[src/rtl/read8x8_pkg.sv]
// Shared constants and scan state type for the 8x8 tile reader.
// Widths match the tile printer so both blocks address the same memory.
package read8x8_pkg;

   localparam int unsigned TILE     = 8;
   localparam int unsigned LAST_IDX = 7;
   localparam int unsigned COL_W    = 3;
   localparam int unsigned SCAN_W   = 6;
   localparam int unsigned CNT_W    = 4;
   localparam int unsigned X_W      = 10;
   localparam int unsigned Y_W      = 9;
   localparam int unsigned COLOUR_W = 3;

   typedef enum logic [1:0] {IDLE, READ, DRAIN, DONE} state_t;

endpackage

[src/rtl/column_vote.sv]
// Eight per-column lit-pixel counters with clear and indexed increment.
// Vote and marginal outputs reflect the counts including this cycle's update.
module column_vote
   import read8x8_pkg::*;
#(
   parameter int unsigned VOTE_TH = 5
) (
   input  logic             clk,
   input  logic             rst_n,
   input  logic             clear,
   input  logic             inc,
   input  logic [COL_W-1:0] inc_idx,
   output logic [TILE-1:0]  bits_c,
   output logic             marg_c
);

   localparam logic [CNT_W-1:0] TH      = CNT_W'(VOTE_TH);
   localparam logic [CNT_W-1:0] MARG_LO = CNT_W'(3);
   localparam logic [CNT_W-1:0] MARG_HI = CNT_W'(2 * VOTE_TH - 5);

   logic [CNT_W-1:0] cnt_q [TILE];
   logic [CNT_W-1:0] cnt_d [TILE];

   // Column c maps to byte bit (LAST_IDX - c), matching the printer layout.
   always_comb begin
      bits_c = '0;
      marg_c = 1'b0;
      for (int i = 0; i < TILE; i++) begin
         cnt_d[i] = cnt_q[i];
         if (clear) begin
            cnt_d[i] = '0;
         end else if (inc && (inc_idx == COL_W'(i))) begin
            cnt_d[i] = cnt_q[i] + 1'b1;
         end
         bits_c[LAST_IDX - i] = (cnt_d[i] >= TH);
         if ((cnt_d[i] >= MARG_LO) && (cnt_d[i] <= MARG_HI)) begin
            marg_c = 1'b1;
         end
      end
   end

   always_ff @(posedge clk or negedge rst_n) begin
      if (!rst_n) begin
         for (int i = 0; i < TILE; i++) begin
            cnt_q[i] <= '0;
         end
      end else begin
         for (int i = 0; i < TILE; i++) begin
            cnt_q[i] <= cnt_d[i];
         end
      end
   end

endmodule

[src/rtl/read_8x8.sv]
// Scans an 8x8 tile from video memory column-major and recovers the byte
// by per-column majority vote; used for display-path loopback checking.
module read_8x8 #(
   parameter int unsigned X_W      = read8x8_pkg::X_W,
   parameter int unsigned Y_W      = read8x8_pkg::Y_W,
   parameter int unsigned COLOUR_W = read8x8_pkg::COLOUR_W,
   parameter int unsigned VOTE_TH  = 5
) (
   input  logic                CLOCK_50,
   input  logic                resetN,
   input  logic [X_W-1:0]      x,
   input  logic [Y_W-1:0]      y,
   input  logic                beginRead,
   output logic [X_W-1:0]      mem_x,
   output logic [Y_W-1:0]      mem_y,
   output logic                mem_rd,
   input  logic [COLOUR_W-1:0] mem_pixel,
   output logic [7:0]          dataOut,
   output logic                dataErr,
   output logic                doneRead,
   output logic                busy
);

   localparam int unsigned SCAN_W = read8x8_pkg::SCAN_W;
   localparam int unsigned COL_W  = read8x8_pkg::COL_W;
   localparam int unsigned TILE   = read8x8_pkg::TILE;
   localparam logic [SCAN_W-1:0] SCAN_LAST = SCAN_W'(TILE * TILE - 1);

   read8x8_pkg::state_t state_q, state_d;

   logic              armed_q, armed_d;
   logic [X_W-1:0]    x_lat, x_lat_d;
   logic [Y_W-1:0]    y_lat, y_lat_d;
   logic [SCAN_W-1:0] idx_q, idx_d, nxt;
   logic [X_W-1:0]    mem_x_d;
   logic [Y_W-1:0]    mem_y_d;
   logic              mem_rd_d;
   logic [7:0]        data_d;
   logic              err_d, done_d, busy_d;
   logic              tag_valid_q;
   logic [COL_W-1:0]  tag_col_q;
   logic              clear_c, inc_c;
   logic [TILE-1:0]   vote_bits_c;
   logic              vote_marg_c;

   // Pixel data arrives one cycle after its read; the tag says which column.
   assign inc_c = tag_valid_q && (|mem_pixel);

   column_vote #(
      .VOTE_TH (VOTE_TH)
   ) u_vote (
      .clk     (CLOCK_50),
      .rst_n   (resetN),
      .clear   (clear_c),
      .inc     (inc_c),
      .inc_idx (tag_col_q),
      .bits_c  (vote_bits_c),
      .marg_c  (vote_marg_c)
   );

   // Next-state and next-output logic; outputs are registered below.
   always_comb begin
      state_d  = state_q;
      armed_d  = armed_q;
      x_lat_d  = x_lat;
      y_lat_d  = y_lat;
      idx_d    = idx_q;
      mem_x_d  = mem_x;
      mem_y_d  = mem_y;
      mem_rd_d = 1'b0;
      data_d   = dataOut;
      err_d    = dataErr;
      done_d   = 1'b0;
      busy_d   = busy;
      clear_c  = 1'b0;
      nxt      = idx_q + 1'b1;

      unique case (state_q)
         read8x8_pkg::IDLE: begin
            if (!beginRead) begin
               armed_d = 1'b1;
            end else if (armed_q) begin
               x_lat_d  = x;
               y_lat_d  = y;
               idx_d    = '0;
               mem_x_d  = x;
               mem_y_d  = y;
               mem_rd_d = 1'b1;
               busy_d   = 1'b1;
               armed_d  = 1'b0;
               clear_c  = 1'b1;
               state_d  = read8x8_pkg::READ;
            end
         end
         read8x8_pkg::READ: begin
            if (idx_q == SCAN_LAST) begin
               state_d = read8x8_pkg::DRAIN;
            end else begin
               idx_d    = nxt;
               mem_x_d  = x_lat + X_W'(nxt[SCAN_W-1:COL_W]);
               mem_y_d  = y_lat + Y_W'(nxt[COL_W-1:0]);
               mem_rd_d = 1'b1;
            end
         end
         read8x8_pkg::DRAIN: begin
            // Vote outputs already include the last pixel counted this cycle.
            data_d  = vote_bits_c;
            err_d   = vote_marg_c;
            done_d  = 1'b1;
            state_d = read8x8_pkg::DONE;
         end
         read8x8_pkg::DONE: begin
            busy_d  = 1'b0;
            state_d = read8x8_pkg::IDLE;
         end
         default: begin
            state_d = read8x8_pkg::IDLE;
         end
      endcase
   end

   always_ff @(posedge CLOCK_50 or negedge resetN) begin
      if (!resetN) begin
         state_q     <= read8x8_pkg::IDLE;
         armed_q     <= 1'b1;
         x_lat       <= '0;
         y_lat       <= '0;
         idx_q       <= '0;
         mem_x       <= '0;
         mem_y       <= '0;
         mem_rd      <= 1'b0;
         dataOut     <= '0;
         dataErr     <= 1'b0;
         doneRead    <= 1'b0;
         busy        <= 1'b0;
         tag_valid_q <= 1'b0;
         tag_col_q   <= '0;
      end else begin
         state_q     <= state_d;
         armed_q     <= armed_d;
         x_lat       <= x_lat_d;
         y_lat       <= y_lat_d;
         idx_q       <= idx_d;
         mem_x       <= mem_x_d;
         mem_y       <= mem_y_d;
         mem_rd      <= mem_rd_d;
         dataOut     <= data_d;
         dataErr     <= err_d;
         doneRead    <= done_d;
         busy        <= busy_d;
         tag_valid_q <= mem_rd;
         tag_col_q   <= idx_q[SCAN_W-1:COL_W];
      end
   end

endmodule

[config.mk]
export PLATFORM = sky130hd
export DESIGN_NAME = read_8x8
export DESIGN_NICKNAME = d
export VERILOG_FILES = /design/src/rtl/read8x8_pkg.sv /design/src/rtl/column_vote.sv /design/src/rtl/read_8x8.sv
export SDC_FILE = /design/constraint.sdc
export NUM_CORES = 1
export LEC_CHECK = 0
export ABC_AREA = 1
export BUFFER_PORTS_ARGS = -buffer_cell sky130_fd_sc_hd__buf_2
export CAP_MARGIN = 0
export CORE_ASPECT_RATIO = 1.75
export CORE_MARGIN = 4
export CORE_UTILIZATION = 47
export DETAILED_ROUTE_END_ITERATION = 16
export GPL_TIMING_DRIVEN = 0
export PLACE_DENSITY_LB_ADDON = 0.3
export SYNTH_ARGS = -nofsm -noshare
export SYNTH_HDL_FRONTEND = slang
export SYNTH_SLANG_ARGS = --single-unit
[constraint.sdc]
create_clock -name CLOCK_50 -period 5.1 [get_ports CLOCK_50]
set_input_delay 0.765 -clock CLOCK_50 [delete_from_list [all_inputs] [get_ports CLOCK_50]]
set_output_delay 0.765 -clock CLOCK_50 [all_outputs]
set_load 0.02 [all_outputs]
Yosys cells after proc, flatten, opt, wreduce, memory -nomap -nowiden. Cells that the tools add are included.

Add/subtract/negate cells: 11. Order comparisons: 24. Equal/unequal tests: 15. Multiplexer cells: 50. Reduce and logical (&&, ||, !) cells: 26.

Operators by type and width (count): 4-bit 2-to-1 mux (16); 4-bit by 1-bit adder with 4-bit output (second input constant) (8); 4-bit by 2-bit >= comparator with 1-bit output (second input constant) (8); 4-bit by 3-bit >= comparator with 1-bit output (second input constant) (8); 4-bit by 3-bit less-or-equal comparator with 1-bit output (second input constant) (8); 10-bit 2-to-1 mux (3); 9-bit 2-to-1 mux (3); 10-bit one-hot mux with 2 select lines (1); 6-bit 2-to-1 mux (3); 9-bit one-hot mux with 2 select lines (1); 1-bit logical AND (17); 1-bit 2-to-1 mux (16); 3-bit equality test (second input constant) (4); 6-bit one-hot mux with 2 select lines (1); 10-bit by 3-bit adder with 10-bit output (1); 9-bit by 3-bit adder with 9-bit output (1); 3-bit AND reduction (3); 2-bit inequality test (second input constant) (4); 2-bit one-hot mux with 4 select lines (1); 6-bit by 1-bit adder with 6-bit output (second input constant) (1); 3-bit by 2-bit equality test with 1-bit output (second input constant) (2); 6-bit equality test (second input constant) (1); 2-bit 2-to-1 mux (3); 2-bit equality test (second input constant) (2); other kinds (8) (10).

Bits in registers: 95. Bits of input ports: 25. Output and inout port bits: 31. Logic and storage cells: 148.

Longest topological paths before layout. Gate-level depths: netlist of the first run.

Depth in word-level cells: 15. Mapped depth: 18. Depth with buffers taken out: 18.

Modules after synthesis. Synthesis of the first run repeated with hierarchy kept, for this count alone.

Cells, all modules: 738. Area, all modules: 5387.7 um^2.

Modules (own cells, without submodules): read_8x8 (times used 1, cells an instance 388, area an instance 3221.8 um^2, sequential area each 1577.8 um^2); column_vote (times used 1, cells an instance 350, area an instance 2165.8 um^2, sequential area each 800.8 um^2).

Worst setup path after synthesis of the first run. OpenSTA, ideal clock, no wires.

Path kind: flip-flop to flip-flop. From: register idx_q[0]. To: register mem_x[9]. Setup time: 0.083 ns. Data arrival time: 2.147 ns. Data required time: 5.017 ns. Setup slack: 2.870 ns. Stages on the path, launching flop included: 18. Buffers on the path: 0. Period minus slack after synthesis: 2.230 ns. Path through: dfrtp_1 > ha_1 > nand3_1 > xor2_1 > inv_1 > ha_1 > nand3_1 > nand2_1 > inv_1 > nor2_1 > nand2_1 > nor2_1 > nand3_1 > nor2_1 > nor2_1 > nand2_1 > o21ai_0 > o21ai_0.

Longest elaborated chain between the ends: 4. Elaborated cells on any way between the ends: 7. Those cells by class: add/sub (2); eq/ne (2); mux (2); reduce/logical (1).

RTL lines: start, declared (RTL line read_8x8.sv:34) `logic [SCAN_W-1:0] idx_q, idx_d, nxt;`; start signal, assigned (RTL line read_8x8.sv:143) `idx_q <= idx_d;`; 6-bit by 1-bit adder with 6-bit output (RTL line read_8x8.sv:76) `nxt = idx_q + 1'b1;`; 10-bit by 3-bit adder with 10-bit output (RTL line read_8x8.sv:100) `mem_x_d = x_lat + X_W'(nxt[SCAN_W-1:COL_W]);`; 10-bit 2-to-1 mux (RTL line read_8x8.sv:96) `if (idx_q == SCAN_LAST) begin`; 10-bit one-hot mux with 2 select lines (RTL line read_8x8.sv:78) `unique case (state_q)`; end signal, assigned (RTL line read_8x8.sv:144) `mem_x <= mem_x_d;`; end, declared (RTL line read_8x8.sv:14) `output logic [X_W-1:0] mem_x,`.

Several ways; a longest one is shown, not always the timed one. The select of a mux whose other input is x is not followed. A chain may end at the register's enable or synchronous reset.

Final worst setup path of the first run. Ends and elaborated chain as after synthesis.

==> metrics.txt, run 1 <==
# TYPE chip_impl_metric gauge
chip_impl_metric{name="post_route_cells_drive_above_1_share",unit="%"} 12.5
chip_impl_metric{name="post_syn_area",unit="sq um"} 5090
chip_impl_metric{name="hold_buffers",unit=""} 0
chip_impl_info{name="clk_root_buffer_cell",value="sky130_fd_sc_hd__clkbuf_16"} 1
chip_impl_metric{name="yosys_register_bits",unit=""} 95
chip_impl_metric{name="final.fill_count",unit=""} 1022
chip_impl_metric{name="setup_total_negative_slack",unit="ns"} 0
chip_impl_metric{name="path_max_fanout",unit=""} 3
chip_impl_metric{name="buffer_ports.inserted",unit=""} 55
chip_impl_metric{name="utilization",unit="%"} 55.1
chip_impl_info{name="setup_repair_after_global_routing_missed_its_margin",value="no"} 1
chip_impl_info{name="post_synth_main_area_contributors",value="sky130_fd_sc_hd__dfrtp_1 (46%), sky130_fd_sc_hd__nand2_1 (14%), sky130_fd_sc_hd__inv_1 (5.5%)"} 1
chip_impl_info{name="cp-end-kind",value="register"} 1
chip_impl_metric{name="slew_headroom",unit="%"} 63.0
chip_impl_metric{name="antenna_found_initial",unit=""} 0
chip_impl_info{name="status",value="finished, final reports clean"} 1
chip_impl_metric{name="netlist-cell-type-count",unit=""} 34
chip_impl_metric{name="postCtsSetupRepairBufs",unit=""} 0
chip_impl_metric{name="total_via_count_in_the_routed_design",unit=""} 4459
chip_impl_metric{name="max_freq",unit="MHz"} 367
chip_impl_metric{name="synth_sequential_area_ratio",unit="%"} 46.7
chip_impl_metric{name="area.growth.synth_to_final",unit="%"} 15.1
chip_impl_metric{name="synth_area_per_cell",unit="sq um"} 7.75
chip_impl_metric{name="detailed_place_hpwl",unit="microns"} 9390
chip_impl_metric{name="insertion_delay",unit="ns"} 0.34
chip_impl_info{name="synth.most_common_cell",value="sky130_fd_sc_hd__nand2_1"} 1
chip_impl_metric{name="design.portCount",unit=""} 56
chip_impl_metric{name="setup_viol",unit=""} 0
chip_impl_info{name="critPathLaunchType",value="register"} 1
chip_impl_metric{name="tightestPinTransition",unit="ns"} 0.555
chip_impl_metric{name="finalWorstPathRequiredPeriod",unit="ns"} 2.73
chip_impl_info{name="critical_path_class",value="reg -> reg"} 1
chip_impl_metric{name="hold_viol_final",unit=""} 0
chip_impl_metric{name="grt_first_pass_wirelength",unit="microns"} 21200
chip_impl_metric{name="grt_start_max_net_pins",unit=""} 63
chip_impl_metric{name="start_util",unit="%"} 47.9
chip_impl_metric{name="synth.net_count",unit=""} 704
chip_impl_metric{name="grt_util_all_layers",unit="%"} 21.1
chip_impl_info{name="reg2reg_from",value="idx_q[0]$_DFFE_PN0P_"} 1
chip_impl_info{name="min_path_type",value="in -> async"} 1
chip_impl_metric{name="detail-route-antenna-nets",unit=""} 0
chip_impl_metric{name="timing.final.crit_share",unit="%"} 53.5
chip_impl_metric{name="post_cts_resized",unit=""} 0
chip_impl_metric{name="drt_drc_violations_left",unit=""} 0
chip_impl_metric{name="number_of_global_route_vias_before_repair",unit=""} 4616
chip_impl_metric{name="p_leak",unit="uW"} 0.00315
chip_impl_metric{name="synthesis.instances",unit=""} 657
chip_impl_metric{name="ctsLongestPathBuffers",unit=""} 2
chip_impl_metric{name="design_area",unit="sq um"} 5860
chip_impl_metric{name="cts_made_buffers",unit=""} 9
chip_impl_metric{name="synth.yosys.warnings",unit=""} 0
chip_impl_metric{name="die_area",unit="sq um"} 12600
chip_impl_metric{name="firstDrtPassIters",unit=""} 5
chip_impl_info{name="tritoncts",value="done"} 1
chip_impl_metric{name="htreeDepth",unit=""} 3
chip_impl_metric{name="viasPerCell",unit=""} 5.19
chip_impl_metric{name="chipHeight",unit="microns"} 146
chip_impl_metric{name="pwr_density_cell",unit="nW/um^2"} 628
chip_impl_metric{name="slew_viol_final",unit=""} 0
chip_impl_info{name="dominantRegCellSynth",value="sky130_fd_sc_hd__dfrtp_1"} 1
chip_impl_metric{name="placeableCoreArea",unit="sq um"} 10600
chip_impl_metric{name="fin_skew",unit="ns"} 0.00661
chip_impl_metric{name="die-width",unit="microns"} 86.7
chip_impl_metric{name="drt_iter0_markers",unit=""} 227
chip_impl_info{name="synth.cells.most_frequent",value="sky130_fd_sc_hd__nand2_1 (196), sky130_fd_sc_hd__dfrtp_1 (94), sky130_fd_sc_hd__inv_1 (75), sky130_fd_sc_hd__nor2_1 (69), sky130_fd_sc_hd__nand3_1 (53)"} 1
chip_impl_metric{name="crit_arrival",unit="ns"} 2.99
chip_impl_metric{name="postSynth.asyncResetShare",unit="%"} 100
chip_impl_metric{name="max_cap_check_violation_count",unit=""} 0
chip_impl_info{name="synth.largest_area_cell",value="sky130_fd_sc_hd__dfrtp_1"} 1
chip_impl_metric{name="timing.reg2reg.setup_slack",unit="ns"} 2.37
chip_impl_metric{name="finalNetCount",unit=""} 771
chip_impl_metric{name="ir_worst_vdd",unit="uV"} 424
chip_impl_metric{name="synth_top_cell_area_share",unit="%"} 46.2
chip_impl_metric{name="antennaDiodeCount",unit=""} 0
chip_impl_metric{name="clk_pin_slew_worst_paths",unit="ns"} 0.07
chip_impl_metric{name="gpl.final_weighted_congestion",unit=""} 0.853
chip_impl_metric{name="drt-total-wl",unit="microns"} 12500
chip_impl_metric{name="num_rows",unit=""} 50
chip_impl_metric{name="timing.reg2reg.worst_path_depth",unit=""} 17
chip_impl_metric{name="synth_edf_count",unit=""} 0
chip_impl_metric{name="route.detailed.wl_per_inst",unit="microns"} 14.5
chip_impl_metric{name="placement.cell_area",unit="sq um"} 5560
chip_impl_info{name="crit-reg2reg-capture",value="mem_x[9]$_DFFE_PN0P_"} 1
chip_impl_metric{name="globalRouteOverflowTotal",unit=""} 0
chip_impl_metric{name="clock-sinks",unit=""} 95
chip_impl_metric{name="critical_path_required",unit="ns"} 5.36
[worst max-delay path: stages (launching register included)]
cell,delay (ns)
sky130_fd_sc_hd__dfrtp_1,0.40
sky130_fd_sc_hd__ha_1,0.23
sky130_fd_sc_hd__nand3_1,0.15
sky130_fd_sc_hd__xor2_1,0.26
sky130_fd_sc_hd__inv_1,0.12
sky130_fd_sc_hd__ha_1,0.29
sky130_fd_sc_hd__nand3_1,0.06
sky130_fd_sc_hd__nand2_1,0.11
sky130_fd_sc_hd__inv_1,0.06
sky130_fd_sc_hd__nor2_1,0.15
sky130_fd_sc_hd__nand2_1,0.13
sky130_fd_sc_hd__nor2_1,0.14
sky130_fd_sc_hd__nand3_1,0.11
sky130_fd_sc_hd__nor2_1,0.10
sky130_fd_sc_hd__nor2_1,0.04
sky130_fd_sc_hd__nand2_1,0.06
sky130_fd_sc_hd__o21ai_0,0.07
sky130_fd_sc_hd__o21ai_0,0.16
[how the worst max path moves through the flow]
stage / from / to / slack [ns] / depth (start not counted)
final: idx_q[0]$_DFFE_PN0P_ / mem_x[9]$_DFFE_PN0P_ / 2.37 / 17
after global routing: idx_q[0]$_DFFE_PN0P_ / mem_x[9]$_DFFE_PN0P_ / 2.04 / 17
after CTS: idx_q[0]$_DFFE_PN0P_ / mem_x[9]$_DFFE_PN0P_ / 2.36 / 17
after detailed placement: idx_q[0]$_DFFE_PN0P_ / mem_x[9]$_DFFE_PN0P_ / 2.38 / 17
after global placement: resetN / mem_y[7]$_DFFE_PN0P_ / 2.29 / 1
after floorplan: idx_q[0]$_DFFE_PN0P_ / mem_x[9]$_DFFE_PN0P_ / 2.87 / 17
[layer usage]
| metal | vias to the layer above | global-route usage, % | routed length, microns | share of wire [%] |
|---|---|---|---|---|
| li1 | 2220 | - | - | - |
| met1 | 2100 | 22.6 | 4790 | 38 |
| met2 | 103 | 39.0 | 6840 | 55 |
| met3 | 36 | 3.46 | 415 | 3.3 |
| met4 | 0 | 9.75 | 442 | 3.5 |
| met5 | - | 0 | 0 | 0 |
[power breakdown]
part / switching (uW) / leakage, uW / internal, uW
Sequential: 242 / 0.00119 / 1080
Clock: 288 / 0.000138 / 393
Combinational: 1090 / 0.00182 / 587
Total: 1620 / 0.00315 / 2060
[stage by stage]
stage | worst slack [ns] | hold slack [ns] | power (uW) | instances
floorplan | 2.87 | 0.392 | 2500 | 657
global placement | 2.29 | 0.407 | 2940 | 842
detailed placement | 2.38 | 0.409 | 3020 | 843
CTS | 2.36 | 0.388 | 3720 | 859
global route | 2.04 | 0.409 | 4020 | 859
finish | 2.37 | 0.380 | 3680 | 859
[placed cells by master (no fill, tap or decap), drive strengths merged, types with 11 or more instances in the layout]
master | netlist | final
dfrtp | 94 | 94
nand3 | 53 | 53
xnor2 | 11 | 11
xor2 | 13 | 13
buf | 8 | 64
o21ai | 37 | 37
nor2 | 73 | 73
inv | 77 | 77
ha | 20 | 20
clkbuf | 11 | 22
nand2 | 197 | 197
a21oi | 32 | 32
[cells by family after synthesis]
kind of cell / count (synthesis) / share of synthesized area [%]
flops: 95 / 46.7
xor+xnor: 24 / 4.13
simple gates: 331 / 26.4
compound gates: 89 / 9.78
buf+inv: 96 / 7.30
fa+ha+maj: 22 / 5.70
[flip-flops by register name (all words and copies together) (netlist names), 2 cells and up]
signal and cells:
u_vote.cnt_q 32, mem_x 10, x_lat 10, mem_y 9, y_lat 9, dataOut 8, idx_q 6, tag_col_q 3
state_q 2
[final cells by class]
cell class	count	area, sq um	area share (%)
repair buffers	56	305	5.21
flip-flops and latches	95	2380	40.6
clock inverters	5	57.6	0.982
plain buffers	19	82.6	1.41
well taps	130	163	2.77
inverters	77	289	4.93
clock buffers	11	243	4.14
multi-input cells	466	2340	40.0
Power figures use the tool's default switching activity.
==> run 2: changes to the inputs <==
Settings changed: ABC_AREA 1 to 0.
Clock period 5.1 ns to 2.8 ns, I/O delays scaled along.
==> metrics.txt, run 2 <==
# TYPE chip_impl_metric gauge
chip_impl_metric{name="ir_worst_vdd",unit="uV"} 367
chip_impl_metric{name="slew_headroom",unit="%"} 55.3
chip_impl_metric{name="drt_iter0_markers",unit=""} 170
chip_impl_metric{name="max_cap_check_violation_count",unit=""} 0
chip_impl_metric{name="start_util",unit="%"} 47.8
chip_impl_metric{name="utilization",unit="%"} 55.2
chip_impl_metric{name="layout.cells.non_filler",unit=""} 746
chip_impl_metric{name="design.portCount",unit=""} 56
chip_impl_metric{name="synth_area_per_cell",unit="sq um"} 9.40
chip_impl_metric{name="detailedPlace.worstSlack",unit="ns"} -0.271
chip_impl_info{name="cp-end-kind",value="register"} 1
chip_impl_metric{name="path_max_fanout",unit=""} 10
chip_impl_metric{name="timing.reg2reg.worst_path_depth",unit=""} 9
chip_impl_metric{name="setup_total_negative_slack",unit="ns"} 0
chip_impl_metric{name="antennaDiodeCount",unit=""} 0
chip_impl_metric{name="setup_ws",unit="ns"} 0.215
chip_impl_metric{name="globalRouteOverflowTotal",unit=""} 0
chip_impl_metric{name="p_leak",unit="uW"} 0.00280
chip_impl_metric{name="clk_pin_slew_worst_paths",unit="ns"} 0.06
chip_impl_info{name="min_path_type",value="in -> reg"} 1
chip_impl_metric{name="finalNetCount",unit=""} 658
chip_impl_metric{name="chipHeight",unit="microns"} 146
chip_impl_metric{name="total_via_count_in_the_routed_design",unit=""} 4135
chip_impl_metric{name="max_freq",unit="MHz"} 387
chip_impl_metric{name="total_switching_power",unit="uW"} 1110
chip_impl_metric{name="footprint_of_the_multi_input_gates",unit="sq um"} 2620
chip_impl_metric{name="grt_start_max_net_pins",unit=""} 72
chip_impl_metric{name="synth.net_count",unit=""} 591
chip_impl_metric{name="synth_top_cell_area_share",unit="%"} 46.0
chip_impl_metric{name="drt_drc_violations_left",unit=""} 0
chip_impl_info{name="dominantRegCellSynth",value="sky130_fd_sc_hd__dfrtp_1"} 1
chip_impl_metric{name="die-width",unit="microns"} 86.9
chip_impl_metric{name="synthesis.instances",unit=""} 544
chip_impl_metric{name="detailed_place_hpwl",unit="microns"} 8980
chip_impl_metric{name="viasPerCell",unit=""} 5.54
chip_impl_metric{name="clock-sinks",unit=""} 95
chip_impl_info{name="clk_root_buffer_cell",value="sky130_fd_sc_hd__clkbuf_16"} 1
chip_impl_metric{name="num_rows",unit=""} 50
chip_impl_metric{name="critical_path_required",unit="ns"} 3.02
chip_impl_metric{name="gpl.final_weighted_congestion",unit=""} 0.849
chip_impl_metric{name="postSynth.asyncResetShare",unit="%"} 100
chip_impl_metric{name="grt_util_all_layers",unit="%"} 19.9
chip_impl_metric{name="sw_frac_of_total",unit="%"} 30.1
chip_impl_metric{name="pwr_density_cell",unit="nW/um^2"} 628
chip_impl_metric{name="drt-total-wl",unit="microns"} 11900
chip_impl_metric{name="crit_arrival",unit="ns"} 2.81
chip_impl_metric{name="power.share.combinational",unit="%"} 21.9
chip_impl_metric{name="timing.final.crit_share",unit="%"} 92.3
chip_impl_info{name="status",value="finished, final reports clean"} 1
chip_impl_metric{name="tightestPinTransition",unit="ns"} 0.671
chip_impl_metric{name="met2_length",unit="microns"} 6630
chip_impl_metric{name="netlist-cell-type-count",unit=""} 63
chip_impl_metric{name="post_route_met1_wirelength",unit="microns"} 4650
chip_impl_metric{name="hold_viol_final",unit=""} 0
chip_impl_metric{name="synth.yosys.warnings",unit=""} 0
chip_impl_metric{name="cts_made_buffers",unit=""} 9
chip_impl_metric{name="finalWorstPathRequiredPeriod",unit="ns"} 2.59
chip_impl_info{name="setup_repair_after_global_routing_missed_its_margin",value="yes"} 1
chip_impl_info{name="critPathLaunchType",value="register"} 1
chip_impl_metric{name="area.growth.synth_to_final",unit="%"} 15.5
chip_impl_metric{name="yosys_register_bits",unit=""} 95
chip_impl_info{name="tritoncts",value="done"} 1
chip_impl_metric{name="synth_edf_count",unit=""} 0
chip_impl_info{name="layout_top_registers",value="u_vote.cnt_q: 32 flops, mem_x: 10 flops, x_lat: 10 flops"} 1
chip_impl_metric{name="placeableCoreArea",unit="sq um"} 10700
chip_impl_metric{name="met3_length",unit="microns"} 401
chip_impl_metric{name="setup_viol",unit=""} 0
chip_impl_metric{name="clock_power_share",unit="%"} 32.5
chip_impl_metric{name="postCtsSetupRepairBufs",unit=""} 0
chip_impl_metric{name="report.power.total",unit="uW"} 3710
chip_impl_metric{name="min_delay_path_depth",unit=""} 2
chip_impl_metric{name="detail-route-antenna-nets",unit=""} 0
chip_impl_metric{name="insertion_delay",unit="ns"} 0.34
chip_impl_metric{name="route.detailed.wl_per_inst",unit="microns"} 16.0
chip_impl_metric{name="numPlacedInstances",unit=""} 730
chip_impl_info{name="synth.cells.most_frequent",value="sky130_fd_sc_hd__nand2_1 (103), sky130_fd_sc_hd__dfrtp_1 (94), sky130_fd_sc_hd__nor2_1 (48), sky130_fd_sc_hd__o21ai_0 (42), sky130_fd_sc_hd__xnor2_1 (30)"} 1
chip_impl_metric{name="slew_viol_final",unit=""} 0
chip_impl_info{name="synth.largest_area_cell",value="sky130_fd_sc_hd__dfrtp_1"} 1
chip_impl_info{name="top_register",value="u_vote.cnt_q"} 1
chip_impl_metric{name="fin_skew",unit="ns"} 0.00465
chip_impl_metric{name="ctsLongestPathBuffers",unit=""} 2
chip_impl_metric{name="share_seq_of_total_power",unit="%"} 45.6
chip_impl_info{name="synth.most_common_cell",value="sky130_fd_sc_hd__nand2_1"} 1
chip_impl_info{name="post_synth_main_area_contributors",value="sky130_fd_sc_hd__dfrtp_1 (46%), sky130_fd_sc_hd__nand2_1 (7.6%), sky130_fd_sc_hd__xnor2_1 (5.1%)"} 1
chip_impl_info{name="top_signal_layer_used",value="met4"} 1
chip_impl_metric{name="post_route_cells_drive_above_1_share",unit="%"} 16.2
chip_impl_metric{name="firstDrtPassIters",unit=""} 4
chip_impl_metric{name="number_of_global_route_vias_before_repair",unit=""} 4351
chip_impl_metric{name="buffer_ports.inserted",unit=""} 55
chip_impl_info{name="critical_path_class",value="reg -> reg"} 1
chip_impl_info{name="final_common_cell",value="sky130_fd_sc_hd__nand2_1"} 1
chip_impl_metric{name="register_area",unit="sq um"} 2380
chip_impl_metric{name="largest_register_ff_count",unit=""} 32
chip_impl_metric{name="grt_first_pass_wirelength",unit="microns"} 20200
chip_impl_metric{name="synth_sequential_area_ratio",unit="%"} 46.5
chip_impl_metric{name="htreeDepth",unit=""} 3
chip_impl_info{name="most-common-layout-cells",value="sky130_fd_sc_hd__nand2_1 (103), sky130_fd_sc_hd__dfrtp_1 (94), sky130_fd_sc_hd__buf_2 (57)"} 1
chip_impl_metric{name="antenna_found_initial",unit=""} 0
chip_impl_metric{name="internal_power",unit="uW"} 2590
chip_impl_metric{name="post_syn_area",unit="sq um"} 5110
chip_impl_metric{name="final.fill_count",unit=""} 966
chip_impl_metric{name="die_area",unit="sq um"} 12700
-- run 2: timing repair --
item / in CTS / in global routing
hold endpoints to repair: 24 / 0
hold buffers: 1 / 0
setup endpoints to repair: 27 / 25
gates resized for setup: 3 / 8
-- run 2: final timing paths --
path	start	end	slack, ns
max	state_q[0]$_DFFE_PN0P_	dataErr$_DFFE_PN0P_	0.21
min	beginRead	armed_q$_DFFE_PN1N_	0.26
max reg2reg	state_q[0]$_DFFE_PN0P_	dataErr$_DFFE_PN0P_	0.21
min reg2reg	mem_rd$_DFF_PN0_	tag_valid_q$_DFF_PN0_	0.43
max in group asynchronous	resetN	armed_q$_DFFE_PN1N_	1.59
min in group asynchronous	resetN	y_lat[8]$_DFFE_PN0P_	0.53
-- run 2: kinds of logic (layout without fill, tap and decap cells) --
group,count (synthesis),count (layout),share of synthesized area (%)
AO/OA/AOI/OAI,100,100,11.9
XOR/XNOR,42,42,7.19
adder cells (fa/ha/maj),22,22,5.68
buffers and inverters,31,103,2.47
flip-flops,95,95,46.5
multiplexers,20,20,3.99
AND/OR/NAND/NOR,234,234,22.3
-- run 2: critical path, cell delays in order, from the launching register on --
cell and delay [ns]:
sky130_fd_sc_hd__dfrtp_1 0.40, sky130_fd_sc_hd__inv_1 0.13, sky130_fd_sc_hd__ha_1 0.25, sky130_fd_sc_hd__and3_1 0.17
sky130_fd_sc_hd__clkbuf_1 0.39, sky130_fd_sc_hd__buf_2 0.36, sky130_fd_sc_hd__nor2_1 0.12, sky130_fd_sc_hd__a22oi_1 0.16
sky130_fd_sc_hd__o2bb2ai_1 0.14, sky130_fd_sc_hd__o32a_1 0.34
-- run 2: through the flow --
stage          area [sq um]  hold slack [ns]
6_report               5910            0.262
5_1_grt                5910            0.268
4_1_cts                5890            0.258
3_5_place_dp           5580            0.358
3_3_place_gp           5550            0.408
2_1_floorplan          5110            0.124
-- run 2: layer usage --
layer,up-vias,track usage (%)
li1,2012,-
met1,2019,21.9
met2,84,37.1
met3,20,3.40
met4,0,6.86
met5,-,0
-- run 2: cell type report --
type / instances / share of cell area, %
plain buffers: 20 / 1.57
clock buffers: 13 / 4.75
clock inverters: 3 / 0.254
inverters: 10 / 0.636
multi-input cells: 418 / 44.4
flip-flops and latches: 95 / 40.3
well taps: 130 / 2.75
repair buffers: 57 / 5.34
-- run 2: power groups by stage --
stage,combinational (uW),sequential (uW),clock (uW)
5_1_grt,934,1710,1280
2_1_floorplan,602,1670,0
6_report,812,1690,1200
3_5_place_dp,800,1710,0
4_1_cts,815,1690,1220
3_3_place_gp,746,1690,0
==> run 3: changes to the inputs <==
Settings changed: ABC_AREA 0 to 1.
==> metrics.txt, run 3 (synthesis results as in run 1) <==
# TYPE chip_impl_metric gauge
chip_impl_info{name="status",value="finished, final reports clean"} 1
chip_impl_metric{name="pwr_density_cell",unit="nW/um^2"} 1140
chip_impl_info{name="cpMostUsedCell",value="sky130_fd_sc_hd__clkbuf_1"} 1
chip_impl_metric{name="design.portCount",unit=""} 56
chip_impl_info{name="critical-path-slowest-cell",value="sky130_fd_sc_hd__clkbuf_1"} 1
chip_impl_metric{name="post_route_cells_drive_above_1_share",unit="%"} 13.7
chip_impl_metric{name="viasPerCell",unit=""} 5.21
chip_impl_metric{name="detail-route-antenna-nets",unit=""} 0
chip_impl_metric{name="hold_viol_final",unit=""} 0
chip_impl_info{name="min_path_type",value="in -> async"} 1
chip_impl_metric{name="finalWorstPathRequiredPeriod",unit="ns"} 2.56
chip_impl_metric{name="design_area",unit="sq um"} 5910
chip_impl_metric{name="die_area",unit="sq um"} 12600
chip_impl_metric{name="number_of_global_route_vias_before_repair",unit=""} 4616
chip_impl_info{name="top_register",value="u_vote.cnt_q"} 1
chip_impl_metric{name="drt_drc_violations_left",unit=""} 0
chip_impl_metric{name="timing.reg2reg.worst_path_depth",unit=""} 8
chip_impl_metric{name="cts_made_buffers",unit=""} 9
chip_impl_metric{name="start_util",unit="%"} 47.9
chip_impl_metric{name="ctsLongestPathBuffers",unit=""} 2
chip_impl_metric{name="utilization",unit="%"} 55.5
chip_impl_info{name="most-common-layout-cells",value="sky130_fd_sc_hd__nand2_1 (195), sky130_fd_sc_hd__dfrtp_1 (93), sky130_fd_sc_hd__inv_1 (75)"} 1
chip_impl_metric{name="total_via_count_in_the_routed_design",unit=""} 4487
chip_impl_info{name="cp-endpoint",value="y_lat[1]$_DFFE_PN0P_"} 1
chip_impl_metric{name="path_max_fanout",unit=""} 10
chip_impl_metric{name="clock-sinks",unit=""} 95
chip_impl_metric{name="placeableCoreArea",unit="sq um"} 10600
chip_impl_metric{name="timing.critical_path.slowest_cell_delay",unit="ns"} 0.46
chip_impl_info{name="critical_path_class",value="reg -> reg"} 1
chip_impl_metric{name="report.power.total",unit="uW"} 6740
chip_impl_metric{name="p_leak",unit="uW"} 0.00316
chip_impl_metric{name="max_cap_check_violation_count",unit=""} 0
chip_impl_metric{name="slew_viol_final",unit=""} 0
chip_impl_metric{name="largest_register_ff_count",unit=""} 32
chip_impl_metric{name="chipHeight",unit="microns"} 146
chip_impl_metric{name="gpl.final_weighted_congestion",unit=""} 0.853
chip_impl_info{name="setup_repair_after_global_routing_missed_its_margin",value="no"} 1
chip_impl_metric{name="slew_headroom",unit="%"} 62.4
chip_impl_metric{name="drt_iter0_markers",unit=""} 200
chip_impl_metric{name="insertion_delay",unit="ns"} 0.34
chip_impl_metric{name="detailed_place_hpwl",unit="microns"} 9390
chip_impl_metric{name="clk_pin_slew_worst_paths",unit="ns"} 0.06
chip_impl_metric{name="route.detailed.wl_per_inst",unit="microns"} 14.5
chip_impl_metric{name="timing.final.crit_share",unit="%"} 91.4
chip_impl_metric{name="ir_worst_vdd",unit="uV"} 777
chip_impl_metric{name="buffer_ports.inserted",unit=""} 55
chip_impl_info{name="layout_top_registers",value="u_vote.cnt_q: 32 flops, mem_x: 10 flops, x_lat: 10 flops"} 1
chip_impl_metric{name="grt_start_max_net_pins",unit=""} 63
chip_impl_metric{name="final.fill_count",unit=""} 1021
chip_impl_metric{name="finalNetCount",unit=""} 773
chip_impl_metric{name="grt_first_pass_wirelength",unit="microns"} 21200
chip_impl_metric{name="num_rows",unit=""} 50
chip_impl_info{name="critical_path.cell_chain",value="inv_1, ha_1, nand3_1, clkbuf_1, clkbuf_1, clkbuf_1, nand2_1, nand2_1"} 1
chip_impl_info{name="critPathLaunchType",value="register"} 1
chip_impl_metric{name="fin_skew",unit="ns"} 0.00577
chip_impl_metric{name="grt_util_all_layers",unit="%"} 21.1
chip_impl_info{name="crit-reg2reg-capture",value="y_lat[1]$_DFFE_PN0P_"} 1
chip_impl_metric{name="antennaDiodeCount",unit=""} 0
chip_impl_metric{name="globalRouteOverflowTotal",unit=""} 0
chip_impl_metric{name="area.growth.synth_to_final",unit="%"} 15.9
chip_impl_metric{name="timing.reg2reg.setup_slack",unit="ns"} 0.24
chip_impl_metric{name="tightestPinTransition",unit="ns"} 0.565
chip_impl_info{name="final_common_cell",value="sky130_fd_sc_hd__nand2_1"} 1
chip_impl_metric{name="setup_viol",unit=""} 0
chip_impl_metric{name="die-width",unit="microns"} 86.7
chip_impl_info{name="reg2reg_from",value="state_q[0]$_DFFE_PN0P_"} 1
chip_impl_metric{name="critical_path_required",unit="ns"} 3.08
chip_impl_metric{name="max_freq",unit="MHz"} 391
chip_impl_info{name="tritoncts",value="done"} 1
chip_impl_metric{name="placement.cell_area",unit="sq um"} 5560
chip_impl_info{name="clk_root_buffer_cell",value="sky130_fd_sc_hd__clkbuf_16"} 1
chip_impl_metric{name="crit_arrival",unit="ns"} 2.84
chip_impl_metric{name="drt-total-wl",unit="microns"} 12500
chip_impl_metric{name="antenna_found_initial",unit=""} 0
chip_impl_metric{name="timing.hold.ws",unit="ns"} 0.0355
chip_impl_info{name="worst_setup_path_startpoint",value="state_q[0]$_DFFE_PN0P_"} 1
chip_impl_metric{name="hold_buffers",unit=""} 0
chip_impl_metric{name="setup_total_negative_slack",unit="ns"} 0
chip_impl_metric{name="htreeDepth",unit=""} 3
chip_impl_info{name="cp-end-kind",value="register"} 1
chip_impl_metric{name="firstDrtPassIters",unit=""} 5
run 3: changes by cell type in the layout (fill, tap and decap cells not counted), moves of 17 or more:
cell                      before  now
sky130_fd_sc_hd__xnor2_1      29   11
sky130_fd_sc_hd__nand2_1     103  195
sky130_fd_sc_hd__nand3_1      20   52
sky130_fd_sc_hd__nor2_1       47   67
sky130_fd_sc_hd__inv_1        10   75
sky130_fd_sc_hd__mux2i_1      17    0
run 3: how the worst min path moves through the flow:
stage	start	end	slack, ns	cells after the start
3_3_place_gp	idx_q[5]$_DFFE_PN0P_	tag_col_q[2]$_DFF_PN0_	0.41	0
4_1_cts	resetN	dataOut[1]$_DFFE_PN0P_	0.04	1
6_report	resetN	dataOut[1]$_DFFE_PN0P_	0.04	1
5_1_grt	resetN	u_vote.cnt_q[6]$_DFF_PN0_	0.06	1
2_1_floorplan	resetN	busy$_DFFE_PN0P_	0.12	0
3_5_place_dp	resetN	dataOut[1]$_DFFE_PN0P_	0.41	1
run 3: cell type report:
class	count	area (sq um)	area share [%]
plain buffers	19	82.6	1.40
clock buffers	11	243	4.11
clock inverters	5	57.6	0.975
inverters	77	289	4.89
multi-input cells	466	2370	40.1
flip-flops and latches	95	2380	40.3
well taps	130	163	2.75
repair buffers	58	320	5.42
run 3: power breakdown:
part | internal, uW | total, uW | switching, uW | leakage [uW]
Combinational | 1080 | 3080 | 2000 | 0.00183
Clock | 716 | 1240 | 524 | 0.000138
Sequential | 1970 | 2420 | 444 | 0.00119
run 3: repair_timing:
| item | 4_1_cts | 5_1_grt |
|---|---|---|
| gates resized for setup | 0 | 8 |
| setup endpoints to repair | 0 | 2 |
| hold endpoints to repair | 0 | 0 |
| setup buffers | 0 | 2 |
run 3: worst max-delay path: cells and delay by family (launching register included):
kind,cells,cell delay (ns)
adders and majority gates,1,0.25
and+or+nand+nor,3,0.43
DFF,1,0.38
buffers and inverters,4,1.42
run 3: per-stage QoR:
step,instances,setup slack [ns]
floorplan,657,0.570
global placement,842,0.184
detailed placement,843,0.0794
CTS,859,0.0570
global route,861,0.0136
finish,861,0.242
run 3: layer usage:
layer	vias up	share of wire, %	track usage (%)
li1	2225	-	-
met1	2111	38	22.6
met2	117	55	39.0
met3	34	3.3	3.46
met4	0	3.5	9.75
met5	-	0	0
